[src/rtl/decoder_3_8_if.sv]
// Decoder bus: select/enable in, combinational and registered decode out.
interface decoder_3_8_if;
  logic       E;
  logic [2:0] In;
  logic [7:0] Out;
  logic [7:0] Out_q;
  logic       valid_q;

  modport master (
    output E,
    output In,
    input  Out,
    input  Out_q,
    input  valid_q
  );

  modport slave (
    input  E,
    input  In,
    output Out,
    output Out_q,
    output valid_q
  );
endinterface

[src/rtl/decoder_3_8.sv]
// 3-to-8 one-hot decoder from two 2-to-4 enable decoders,
// with a registered copy of the decode and its enable.
module dec_2_4 (
  input  logic       en,
  input  logic [1:0] sel,
  output logic [3:0] dout
);
  always_comb begin
    dout = 4'b0000;
    if (en) dout = 4'b0001 << sel;
  end
endmodule

module decoder_3_8 (
  input  logic          clk,
  input  logic          rst,
  decoder_3_8_if.slave  bus
);
  logic       en_lo;
  logic       en_hi;
  logic [7:0] out_c;
  logic [7:0] out_d;
  logic [7:0] out_q;
  logic       valid_d;
  logic       valid_q;

  // In[2] steers the enable to exactly one half
  assign en_lo = bus.E & ~bus.In[2];
  assign en_hi = bus.E &  bus.In[2];

  dec_2_4 u_lo (
    .en   (en_lo),
    .sel  (bus.In[1:0]),
    .dout (out_c[3:0])
  );

  dec_2_4 u_hi (
    .en   (en_hi),
    .sel  (bus.In[1:0]),
    .dout (out_c[7:4])
  );

  always_comb begin
    out_d   = out_c;
    valid_d = bus.E;
  end

  always_ff @(posedge clk or posedge rst) begin
    if (rst) begin
      out_q   <= 8'h00;
      valid_q <= 1'b0;
    end else begin
      out_q   <= out_d;
      valid_q <= valid_d;
    end
  end

  assign bus.Out     = out_c;
  assign bus.Out_q   = out_q;
  assign bus.valid_q = valid_q;
endmodule

[src/flat_wrapper.sv]
// flat-port wrapper written by rule: the top's interface ports become plain ports
module decoder_3_8_flat 
  (clk, rst, bus_E, bus_In, bus_Out, bus_Out_q, bus_valid_q);
  decoder_3_8_if bus_i ();
  input  logic clk;
  input  logic rst;
  input wire logic [$bits(bus_i.E)-1:0] bus_E;
  input wire logic [$bits(bus_i.In)-1:0] bus_In;
  output wire logic [$bits(bus_i.Out)-1:0] bus_Out;
  output wire logic [$bits(bus_i.Out_q)-1:0] bus_Out_q;
  output wire logic [$bits(bus_i.valid_q)-1:0] bus_valid_q;
  assign bus_i.E = bus_E;
  assign bus_i.In = bus_In;
  assign bus_Out = bus_i.Out;
  assign bus_Out_q = bus_i.Out_q;
  assign bus_valid_q = bus_i.valid_q;
  decoder_3_8 u_core (.clk(clk), .rst(rst), .bus(bus_i));
endmodule
[config.mk]
export PLATFORM = sky130hd
export DESIGN_NAME = decoder_3_8_flat
export DESIGN_NICKNAME = d
export VERILOG_FILES = /design/src/rtl/decoder_3_8_if.sv /design/src/rtl/decoder_3_8.sv /design/src/flat_wrapper.sv
export SDC_FILE = /design/constraint.sdc
export NUM_CORES = 1
export LEC_CHECK = 0
export CAP_MARGIN = 20
export CELL_PAD_IN_SITES_DETAIL_PLACEMENT = 1
export CELL_PAD_IN_SITES_GLOBAL_PLACEMENT = 1
export CORE_MARGIN = 10
export CORE_UTILIZATION = 23
export CTS_CLUSTER_SIZE = 14
export DETAILED_ROUTE_END_ITERATION = 8
export PLACE_DENSITY_LB_ADDON = 0.08
export SKIP_LAST_GASP = 1
export SYNTH_ARGS = -nofsm -noshare
export SYNTH_HDL_FRONTEND = slang
export SYNTH_HIERARCHICAL = 1
export SYNTH_SLANG_ARGS = --single-unit
[constraint.sdc]
create_clock -name clk -period 1.3 [get_ports clk]
set_clock_uncertainty 0.2 [all_clocks]
set_input_delay 0.325 -clock clk [delete_from_list [all_inputs] [get_ports clk]]
set_output_delay 0.325 -clock clk [all_outputs]
set_load 0.005 [all_outputs]
* Word-level counts from Yosys, hierarchy flattened
Index checks and enable logic that the tools add are counted.
Word-level totals: bits in latches 0, input port bits 6, ROM bits 0, RAM bits 0, logic and storage cells 8, output and inout bits 17, memories 0, register bits after elaboration 9
Cells by class: shifts and indexed selects 1, add/sub/neg operators 0, div/mod/pow operators 0, eq/ne operators 0, muxes and demuxes 2, $lt $le $gt $ge 0, reduce and logical (&&, ||, !) cells 0, $mul 0, bitwise gates (word level) 3
Operator list (number):
- $mux 4 | 2
- $shl 1x2->4 const A | 1
- $and 1x1->1 | 2
- $not 1->1 | 1

* Depth between registers and ports, before layout
word-level depth 3, gate-level depth with buffers 2, mapped depth without buffers 2

* Cells and area by module
The synthesis kept the hierarchy.
By module, submodules not included:
- decoder_3_8 | area an instance 245.2 um^2, instances 1, cells each 12, sequential area each 225.2 um^2
- dec_2_4 | area an instance 37.5 um^2, instances 2, cells each 4, sequential area each 0.0 um^2

* Least setup slack after synthesis
Ideal clock, no wire load.
path type input to output, from in bus_In[2], to out bus_Out[3], data arrival time 0.740 ns, stages 2, buffers on the path 0, required time 0.775 ns, setup slack 0.035 ns, path through and2b_2 -> and3_2
Between the ends: cells in the longest elaborated chain, start to end 3
Ends and longest elaborated chain:
- start, declared | line flat_wrapper.sv:8 | input wire logic [$bits(bus_i.In)-1:0] bus_In;
- $not 1->1 | line decoder_3_8.sv:28 | assign en_lo = bus.E & ~bus.In[2];
- $and 1x1->1 | line decoder_3_8.sv:28
- $mux 4 | line decoder_3_8.sv:10 | if (en) dout = 4'b0001 << sel;
- end, declared | line flat_wrapper.sv:9 | output wire logic [$bits(bus_i.Out)-1:0] bus_Out;
No other way between the ends.

* Worst setup path after layout
from in bus_In[2], to out bus_Out[0]
Between the ends: cells in the longest elaborated chain, start to end 3
Ends and longest elaborated chain:
- $not 1->1 | line decoder_3_8.sv:28
- $and 1x1->1 | line decoder_3_8.sv:28
- via u_core.en_lo | line decoder_3_8.sv:19 | logic en_lo;
- $mux 4 | line decoder_3_8.sv:10
The timed path passes the listed nets, and every way through them passes these cells.

==> run metrics <==
Syn Nets 26; Total GRT Usage 6.192%; Die Span Y roughly 57 um; met3 GRT Util 4.204%; Synth top area share ~70%; I/O pins 23; # DRC 0; flops & latches, synth 9; Worst EP arrival 0.98 ns; gp weighted congestion 0.6595; die footprint 3286 um2; clock-pin transition on the worst setup and hold timing paths roughly 0.060 ns; WS Path Type primary input to output port; worst slew pin tran 0.3331 ns; tightest hold margin 0.1319 ns; Seq/Total Area, Yosys 70.31%; drt pass-1 iters 2; Crit path max-delay family simple AND/OR/NAND/NOR gates; total CTS buffers 3; share of cells above drive strength 1 66.67%; Die Wd 57.32 um; slack of the critical path -0.2072 ns; failing checks setup timing; Achievable Freq 0.6635 GHz; Syn. warnings 6; top post-synthesis cells by area dfrtp_1, and3b_1, nor3b_2; core area 1301 um2; Port Buffers 22; vias in the first global route 298; GR Layer Usage met2 9.147%; largest net degree at the start of global routing 10; most frequent cells in the layout buf_2, dfrtp_1, buf_6, buf_4, and3b_1; maxcap violations 0; CTS tree done; GRT met1 Usage 6.227%; CTS Buffer Depth 2; Distinct cells, synth 7; first-pass GRT wire length approximately 1.6 mm; commonest non-fill, non-tap cell in the layout buf_2; Worst Setup SP bus_In[2]; Buf+Inv Stages, Crit Path 2; status finished, violations left; initial antenna violation count 0; Max VDD drop approximately 0.00035 V; Most Crowded Layer GR met2; Hold Crit Class primary input to async pin; ANT nets after route 0; setup repair after global routing missed its margin true; number of fillers in the final layout 149; CTS root buf clkbuf_4; Slowest-stage cell, CP and2b_2; final worst-path cycle share 115.9%; critical path's largest stage delay 0.24 ns; drt wl/cell around 15 um; CTS sink count 9; Layout area overhead 75.78%; Nets 58; crit path capture type output port; power per cell area 1007 nW/um2; Initial Utilization 24.62%; H-tree level count 1; crit path max fanout 4; cells after synthesis 20; cell taking the most area after synthesis dfrtp_1; Lkg Pwr 0.3438 nW; DR vias 270; Startpoint Class primary input; drt via density 4.091; Diodes inserted 0; num rows 13; Max Slew Vio Count 0; Critical Path Stages 4; post-synthesis average cell area 16.02 um2; Fin. Hold Viols 0; critical path endpoint bus_Out[0]; max_slew headroom 77.77%; routed wire length slightly below 1 mm; CP cell instances buf_6 > and2b_2 > nor3b_4 > buf_2; First DRT Iteration DRCs 2; Data required, critical path 0.77 ns; global route overflow 0; Post-Synthesis Cell Area 320.3 um2; final setup fails 8; setup TNS -1.141 ns; minimum clock period between 1.5 and 2 ns
flip-flops by register name (all words and copies together) (netlist names):
| signal | flops |
|---|---|
| u_core/bus.Out_q | 8 |
| u_core/bus.valid_q | 1 |
Yosys cell counts:
cell,n
and2_2,1
and2b_2,1
and3_2,2
and3b_1,4
dfrtp_1,9
inv_1,1
nor3b_2,2
power breakdown:
part	internal (mW)	switching, mW	total [mW]
clock	0.118	0.0880	0.206
combinational	0.0397	0.0321	0.0718
sequential	0.288	0.00163	0.290
total	0.445	0.122	0.567
layout make-up:
| class | count | area (um2) | area share, % |
|---|---|---|---|
| Clock buffer | 4 | 26.28 | 4.667 |
| Inverter | 1 | 3.754 | 0.6667 |
| Multi-Input combinational cell | 10 | 108.9 | 19.33 |
| Sequential cell | 9 | 225.2 | 40.00 |
| Tap cell | 15 | 18.77 | 3.333 |
| Timing Repair Buffer | 27 | 180.2 | 32.00 |
per-stage QoR:
step / std cells / power (mW) / cell area [um2] / utilization [%] / setup WS (ns)
global route: 66 / 0.6177 / 563.0 / 43.27 / -0.2453
detailed placement: 57 / 0.3699 / 559.3 / 42.98 / -0.9395
finish: 66 / 0.5670 / 563.0 / 43.27 / -0.2072
global placement: 57 / 0.3677 / 559.3 / 42.98 / -0.9137
CTS: 64 / 0.5751 / 541.8 / 41.63 / -0.1836
floorplan: 20 / 0.3146 / 320.3 / - / 0.03542
routing by layer:
layer | up-vias | share of wire, %
li1 | 131 | -
met1 | 127 | 35
met2 | 12 | 52
met3 | 0 | 13
met4 | 0 | 0
met5 | - | 0
worst min path at each step:
stage | startpoint | endpoint | slack, ns | cells past startpoint
after floorplan | rst | u_core/bus.Out_q[0] | -0.05 | 1
after global placement | rst | u_core/bus.Out_q[6] | 0.41 | 2
after detailed placement | rst | u_core/bus.Out_q[1] | 0.41 | 2
after CTS | rst | u_core/bus.Out_q[6] | 0.14 | 2
after global routing | rst | u_core/bus.Out_q[1] | 0.16 | 2
final | rst | u_core/bus.Out_q[1] | 0.13 | 2
what timing repair did:
item                       in CTS  in global routing
cloned                          0                  0
buffers inserted                2                  2
setup endpoints to repair      17                 12
pin swaps                       1                  0
hold buffers                    1                  0
gates resized for setup        92                  1
hold endpoints to repair        1                  0
logic make-up after synthesis:
logic type / after synthesis / synth area share, %
buf+inv: 1 / 1.171
simple gates: 10 / 28.51
flops: 9 / 70.31
Power figures use the tool's default switching activity.
